## src/rtl/iir_coef_loader_if.sv

```systemverilog
// Coefficient word stream: valid/ready handshake carrying data words and an end-of-frame flag.
interface iir_coef_loader_if #(
    parameter int CW = 64
);
    logic          valid;
    logic          ready;
    logic [CW-1:0] data;
    logic          last;

    modport master (output valid, output data, output last, input ready);
    modport slave  (input valid, input data, input last, output ready);
endinterface

```

## src/rtl/iir_coef_loader.sv

```systemverilog
// Runtime coefficient loader for cascaded biquads: shadow bank assembly with atomic commit on sample_tick.
// Optional trailing checksum word is enabled by defining COEF_CHECKSUM_EN.
module iir_coef_loader #(
    parameter int BITWIDTH = 32,
    parameter int NSEC     = 4,
    localparam int CW      = 2 * BITWIDTH,
    localparam int NW      = NSEC * 5
) (
    input  logic                 clk,
    input  logic                 rst,
    iir_coef_loader_if.slave     stream,
    input  logic                 sample_tick,
    output logic [NW*CW-1:0]     coef,
    output logic                 commit,
    output logic                 busy,
    output logic                 err
);
    localparam int AW = (NW > 1) ? $clog2(NW) : 1;

    localparam logic [2:0] IDLE   = 3'd0;
    localparam logic [2:0] LOAD   = 3'd1;
    localparam logic [2:0] PEND   = 3'd2;
    localparam logic [2:0] DRAIN  = 3'd3;
    localparam logic [2:0] RESYNC = 3'd4;
`ifdef COEF_CHECKSUM_EN
    localparam logic [2:0] CHECK  = 3'd5;
`endif

    logic [2:0]               state;
    logic signed [CW-1:0]     shadow [NW];
    logic signed [CW-1:0]     active [NW];
    logic [7:0]               sec;
    logic [7:0]               last_sec;
    logic [2:0]               k;
`ifdef COEF_CHECKSUM_EN
    logic [CW-1:0]            sum;
`endif

    logic                     xfer;
    logic [7:0]               hdr_s;
    logic [7:0]               hdr_m;
    logic                     hdr_ok;
    logic                     final_word;
    logic [AW-1:0]            widx;

    assign stream.ready = !rst && (state == IDLE || state == LOAD || state == DRAIN
`ifdef COEF_CHECKSUM_EN
                                   || state == CHECK
`endif
                                  );
    assign xfer       = stream.valid && stream.ready;
    assign busy       = (state != IDLE);
    assign hdr_s      = stream.data[7:0];
    assign hdr_m      = stream.data[15:8];
    // A header is usable only if it names at least one in-range section and does not end the frame.
    assign hdr_ok     = (hdr_m != 8'd0) && (({1'b0, hdr_s} + {1'b0, hdr_m}) <= 9'(NSEC)) && !stream.last;
    assign final_word = (k == 3'd4) && (sec == last_sec);
    assign widx       = AW'(11'(sec) * 11'd5 + 11'(k));

    for (genvar i = 0; i < NW; i++) begin : g_pack
        assign coef[i*CW +: CW] = active[i];
    end

    always_ff @(posedge clk) begin
        if (rst) begin
            state    <= IDLE;
            err      <= 1'b0;
            commit   <= 1'b0;
            sec      <= 8'd0;
            last_sec <= 8'd0;
            k        <= 3'd0;
`ifdef COEF_CHECKSUM_EN
            sum      <= '0;
`endif
            for (int i = 0; i < NW; i++) begin
                shadow[i] <= '0;
                active[i] <= '0;
            end
        end else begin
            commit <= 1'b0;
            case (state)
                IDLE: begin
                    if (xfer) begin
                        if (hdr_ok) begin
                            err      <= 1'b0;
                            sec      <= hdr_s;
                            last_sec <= hdr_s + hdr_m - 8'd1;
                            k        <= 3'd0;
`ifdef COEF_CHECKSUM_EN
                            sum      <= stream.data;
`endif
                            state    <= LOAD;
                        end else begin
                            err   <= 1'b1;
                            state <= stream.last ? RESYNC : DRAIN;
                        end
                    end
                end
                LOAD: begin
                    if (xfer) begin
                        shadow[widx] <= stream.data;
`ifdef COEF_CHECKSUM_EN
                        sum <= sum + stream.data;
                        // With a checksum trailer, any in_last inside the coefficient run is premature.
                        if (stream.last) begin
                            err   <= 1'b1;
                            state <= RESYNC;
                        end else if (final_word) begin
                            state <= CHECK;
                        end
`else
                        if (stream.last && !final_word) begin
                            err   <= 1'b1;
                            state <= RESYNC;
                        end else if (final_word && !stream.last) begin
                            err   <= 1'b1;
                            state <= DRAIN;
                        end else if (final_word) begin
                            state <= PEND;
                        end
`endif
                        if (k == 3'd4) begin
                            k   <= 3'd0;
                            sec <= sec + 8'd1;
                        end else begin
                            k <= k + 3'd1;
                        end
                    end
                end
`ifdef COEF_CHECKSUM_EN
                CHECK: begin
                    if (xfer) begin
                        if (stream.last && stream.data == sum) begin
                            state <= PEND;
                        end else begin
                            err   <= 1'b1;
                            state <= stream.last ? RESYNC : DRAIN;
                        end
                    end
                end
`endif
                PEND: begin
                    if (sample_tick) begin
                        for (int i = 0; i < NW; i++) active[i] <= shadow[i];
                        commit <= 1'b1;
                        state  <= IDLE;
                    end
                end
                DRAIN: begin
                    if (xfer && stream.last) state <= RESYNC;
                end
                RESYNC: begin
                    // Roll the shadow back so a partial frame never reaches a later commit.
                    for (int i = 0; i < NW; i++) shadow[i] <= active[i];
                    state <= IDLE;
                end
                default: state <= IDLE;
            endcase
        end
    end
endmodule

```

## src/flat_wrapper.sv

```systemverilog
// flat-port wrapper written by rule: the top's interface ports become plain ports
module iir_coef_loader_flat 
#(
    parameter int BITWIDTH = 32,
    parameter int NSEC     = 4,
    localparam int CW      = 2 * BITWIDTH,
    localparam int NW      = NSEC * 5
)
  (clk, rst, sample_tick, coef, commit, busy, err, stream_valid, stream_data, stream_last, stream_ready);
  iir_coef_loader_if #(.CW((2 * BITWIDTH))) stream_i ();
  input  logic clk;
  input  logic rst;
  input  logic sample_tick;
  output logic [NW*CW-1:0] coef;
  output logic commit;
  output logic busy;
  output logic err;
  input wire logic [$bits(stream_i.valid)-1:0] stream_valid;
  input wire logic [$bits(stream_i.data)-1:0] stream_data;
  input wire logic [$bits(stream_i.last)-1:0] stream_last;
  output wire logic [$bits(stream_i.ready)-1:0] stream_ready;
  assign stream_i.valid = stream_valid;
  assign stream_i.data = stream_data;
  assign stream_i.last = stream_last;
  assign stream_ready = stream_i.ready;
  iir_coef_loader #(.BITWIDTH(BITWIDTH), .NSEC(NSEC)) u_core (.clk(clk), .rst(rst), .stream(stream_i), .sample_tick(sample_tick), .coef(coef), .commit(commit), .busy(busy), .err(err));
endmodule
```

## config.mk

```make
export PLATFORM = sky130hd
export DESIGN_NAME = iir_coef_loader_flat
export DESIGN_NICKNAME = d
export VERILOG_FILES = /design/src/rtl/iir_coef_loader_if.sv /design/src/rtl/iir_coef_loader.sv /design/src/flat_wrapper.sv
export SDC_FILE = /design/constraint.sdc
export NUM_CORES = 2
export LEC_CHECK = 0
export ABC_AREA = 1
export BUFFER_PORTS_ARGS = -buffer_cell sky130_fd_sc_hd__buf_2
export CORE_AREA = 3 3 523 525
export DETAILED_ROUTE_END_ITERATION = 16
export DIE_AREA = 0 0 526 528
export RECOVER_POWER = 50
export SYNTH_ARGS = -nofsm -noshare
export SYNTH_HDL_FRONTEND = slang
export SYNTH_SLANG_ARGS = --single-unit
```

## constraint.sdc

```tcl
create_clock -name clk -period 81.9 [get_ports clk]
set_input_delay 0 -clock clk [delete_from_list [all_inputs] [get_ports clk]]
set_output_delay 0 -clock clk [all_outputs]
set_load 0.005 [all_outputs]
```

# After elaboration in Yosys (flattened, before gate mapping)
# Memories as Yosys holds them, arrays and structs flattened.
# Cells that the tools add are included.
# totals
ram_bits,2560
reg_bits,24
mem_count,2
rom_bits,0
out_inout_bits,1284
latchBits,0
# op_classes
div,0
eq_ne,14
n_mux,82
shifts,0
n_lt_le_gt_ge,1
n_addsub,6
multipliers,1
bitwise_logic,40
reduce_logical,23
# mem_list
memory,depth,width,rd,rd_clocked_by_memory_dff,write_ports,line_no,rtl
u_core.active,20,64,20,0,20,iir_coef_loader.sv:31,logic signed [CW-1:0] active [NW];
u_core.shadow,20,64,20,0,20,iir_coef_loader.sv:30,logic signed [CW-1:0] shadow [NW];
# ops
cell,n
two-way mux 64 bit,41
OR reduction 64 bit,1
bitwise OR 1 bit,40
two-way mux 3 bit,13
two-way mux 8 bit,4
two-way mux 1 bit,19
case mux 8 bit (2 select lines),1
case mux 3 bit (4 select lines),1
AND reduction 5 bit,2
adder 8 x 8 -> 9 bit,1
"less-or-equal comparator 9 x 3 -> 1 bit, second input constant",1
"adder 8 x 1 -> 8 bit, second input constant",1
adder 8 bit,1
== test 8 bit,1
logical AND 1 bit,8
"multiplier 8 x 3 -> 5 bit, second input constant",1
AND reduction 4 bit,2
nonzero test 8 bit,1
"subtractor 8 x 1 -> 8 bit, second input constant",1
"== test 3 x 2 -> 1 bit, second input constant",2
"== test 3 bit, second input constant",2
"!= test 2 x 1 -> 1 bit, second input constant",3
"!= test 2 bit, second input constant",3
case mux 3 bit (2 select lines),1
13 further kinds,16

# Longest topological paths before layout
# depth
depth_word,11
depth_mapped,17

# Least setup slack after synthesis
# No wires, ideal clock.
# synth_path
path_kind,input-to-reg
startpoint,in rst
endpoint,"mem u_core.active[0][0], enable pin"
required_ns,73.168
stages,4
path_buffers,2
setup_slack_ns,51.867
arrival_time_ns,21.301
setup_ns,8.732
path_cell_list,inv_2 clkbuf_1 clkbuf_1 nand2_1
# synth_lines
element,line_no,rtl
start: declaration,flat_wrapper.sv:12,input logic rst;
end: declaration,iir_coef_loader.sv:31,

==> impl_results.md <==
- Status: complete, but fails checks
- Failing checks: max-capacitance violations, max-slew violations
- Setup_tns: 0 ps
- CP Class: input pin to register
- CTS resizes: 0
- I/O pin count: 1,353
- Fmax: 0.0400 GHz
- Hold depth: 4
- Final Wtd Congestion: between 0.8 and 0.9
- Area growth, synth to finish: 17.3%
- Worst min-delay path class: input pin to register
- Maximum VDD drop: ~0.019 mV
- CP arrival: 25,470 ps
- Core Rows: about 190
- Vias per Instance: 5.22
- Pwr dens: 28.3 nW/um^2
- Total GRT Usage: about a quarter
- Filler Cell Count: 25.4k
- DRT Wirelength: about 360,000 um
- Mapped Avg Cell Area: 11.9 um^2
- Syn Nets: around 8.8k
- EDFF count, synth: 2,560
- Min Tclk post-route: about 25,000 ps
- # port buffers: roughly 1.4k
- Initial DRC count: 9,576
- Ys Warns: 0
- Area leader, netlist: edfxtp_1
- Clock power frac: 36.0%
- WL/cell: 26.1 um
- Worst Path Required: 82,390 ps
- Root buf cell: clkbuf_16
- Worst Max-Slew Pin Slew: 8570 ps
- Sink Count: ~2.6k
- Synth async-reset ratio: 0%
- CTS H-tree depth: 5
- DR pass1 iterations: 7
- Initial core utilization: slightly below 40%
- Die height: about 530 um
- Clock Latency Late Sink: 880 ps
- Commonest cells in the netlist: 2,560 x edfxtp_1, 1,408 x inv_1, 1,396 x nand2_1
- First-pass GRT wire length: 507,000 um
- Netlist cell types: 39
- Tcrit/Tclk final: 30.5%
- Sequential share of the synthesized area: 74.5%
- Total gr overflow: 0
- Setup Skew: 39.7 ps
- Gate power share: 12.3%
- DP HPWL: 226,000 um
- Synth Instances: 8,700
- Die width: 526 um
- Via count: approximately 72k
- Remaining antenna violation count: 0
- Sw power: between 900 and 1000 uW
- Most common cell in the netlist: edfxtp_1
- MaxCap Viol Count: 32
- Static Leakage: 0.0456 uW
- Yosys top cell area share: 74.1%
- Switching share of power: 27.5%
- Cts bufs inserted: 281
- Endpoints failing hold: 0
- Max Transition Viols Final: 2,471
- Post-synthesis cell area: 104,000 um^2
- P_int: 2500 uW
- Core footprint: between 200,000 and 300,000 um^2
- CTS clock-pin slew for the worst setup and hold paths: 60 ps
- Largest net degree at the start of global routing: 173
- Fraction of layout cells with a size suffix above 1: 7.74%
- Synth Register Bits: 2,584
- Crit Path Max Fanout: roughly 150
- Top_reg_cell synth: edfxtp_1
- Worst slew margin: -471%
- # setup viols final: 0
- Layout Nets: 10.1k
- CTS tree: done
- RSZ-0062 raised after global routing: no
- Clock buffer depth: 4
- Crit path launch type: input pin
- Seq pwr share: 51.7%
- Hold_ws: 68.9 ps
- DR DRC count: 0
- Die Area: 278,000 um^2
- Worst R2R Path Depth: 7
- Area contributors post-synth: edfxtp_1 74%, inv_1 5.1%, nand2_1 5.0%, nor2_1 4.8%, o21ai_0 4.5%
- Initial antenna violation count: 28
- Vias in the first global route: 68.9k
- Worst setup EP type: register
per-stage QoR:
step	utilization, %	area [um^2]	worst slack [ps]	total power (uW)	cells
after floorplan	-	104000	51870	2090	8700
after global placement	42.2	114000	73890	2210	13242
after detailed placement	42.2	114000	73830	2220	13242
after CTS	45.7	123000	74250	3460	13825
after global routing	45.1	122000	55530	3560	13832
final	45.1	122000	56910	3450	13839
path summary, 6_finish.rpt:
path	slack, ps	from	endpoint
worst max-delay path	56910	rst	u_core.active[0][861]$_SDFFCE_PN0P_
worst min-delay path	70	stream_data[30]	u_core.shadow[19][30]$_DFFE_PP_
worst max register to register	64150	u_core.state[2]$_SDFFE_PP0P_	u_core.active[0][861]$_SDFFCE_PN0P_
worst min register to register	480	u_core.last_sec[2]$_SDFFE_PP0P_	u_core.last_sec[2]$_SDFFE_PP0P_
cells in the final DEF, fill, tap and decap left out, types with 9 or more instances in the layout:
cell type	count
edfxtp_1	2560
inv_1	1394
nand2_1	1389
nor2_1	1332
clkbuf_1	1183
o21ai_0	931
clkbuf_16	285
buf_2	254
o21ai_1	239
a22o_1	128
buf_4	104
dlygate4sd3_1	83
clkinv_1	66
ha_1	35
clkinv_2	35
nand3_1	34
dfxtp_1	24
inv_2	21
a21oi_1	21
bufinv_16	18
diode_2	14
nand3_4	13
inv_6	12
nor3_1	9
nand2_4	9
final cells by class:
class                           count  area, um^2  area share [%]
Sequential cell                  2584       77400            63.5
Multi-Input combinational cell   4188       18800            15.4
Clock buffer                      351        7380            6.06
Timing Repair Buffer             1563        7110            5.84
Inverter                         1420        5340            4.38
Tap cell                         3570        4470            3.67
Clock inverter                    149        1350            1.11
Antenna cell                       14        35.0          0.0288
power groups by stage:
stage | Combinational, uW | Clock [uW] | Sequential (uW)
after floorplan | 188 | 0 | 1900
after global placement | 424 | 0 | 1790
after global routing | 458 | 1310 | 1800
final | 423 | 1240 | 1780
after detailed placement | 430 | 0 | 1790
after CTS | 436 | 1260 | 1770
sequential cells by signal, summed over array words and instances, names as in the netlist:
| signal | cells |
|---|---|
| u_core.sec | 8 |
| u_core.state | 3 |
| u_core.last_sec | 8 |
| u_core.active | 1280 |
| u_core.err | 1 |
| u_core.shadow | 1280 |
| u_core.k | 3 |
| u_core.commit | 1 |
kinds of logic (layout without fill, tap and decap cells):
group,Yosys count,in the layout,synth area share [%]
AND/OR/NAND/NOR,2804,2804,10.3
flip-flops,2584,2584,74.5
buffers and inverters,1928,3483,7.64
AO/OA/AOI/OAI,1331,1331,6.90
adder cells (fa/ha/maj),38,38,0.480
XOR/XNOR,15,15,0.134
other,0,14,0
routing by layer:
metal | share of wire [%] | wire, um | vias to the layer above | track usage (%)
met3 | 11 | 40800 | 713 | 6.73
met4 | 6.0 | 21700 | 2 | 13.0
li1 | - | - | 31391 | -
met5 | 0.0036 | 13 | - | 0
met2 | 45 | 163000 | 4234 | 38.2
met1 | 38 | 136000 | 35856 | 32.5
critical path: stages:
cell and delay (ps):
dlygate4sd3_1 520, clkbuf_1 2730, clkinvlp_2 4170, nand2_1 3210, clkbuf_1 5440, clkbuf_1 6330, buf_4 1430, buf_4 820
timing repair:
| action | in CTS | in global routing |
|---|---|---|
| hold endpoints to repair | 935 | 0 |
| setup buffers | 0 | 0 |
| hold buffers | 83 | 0 |
Power figures use the tool's default switching activity.
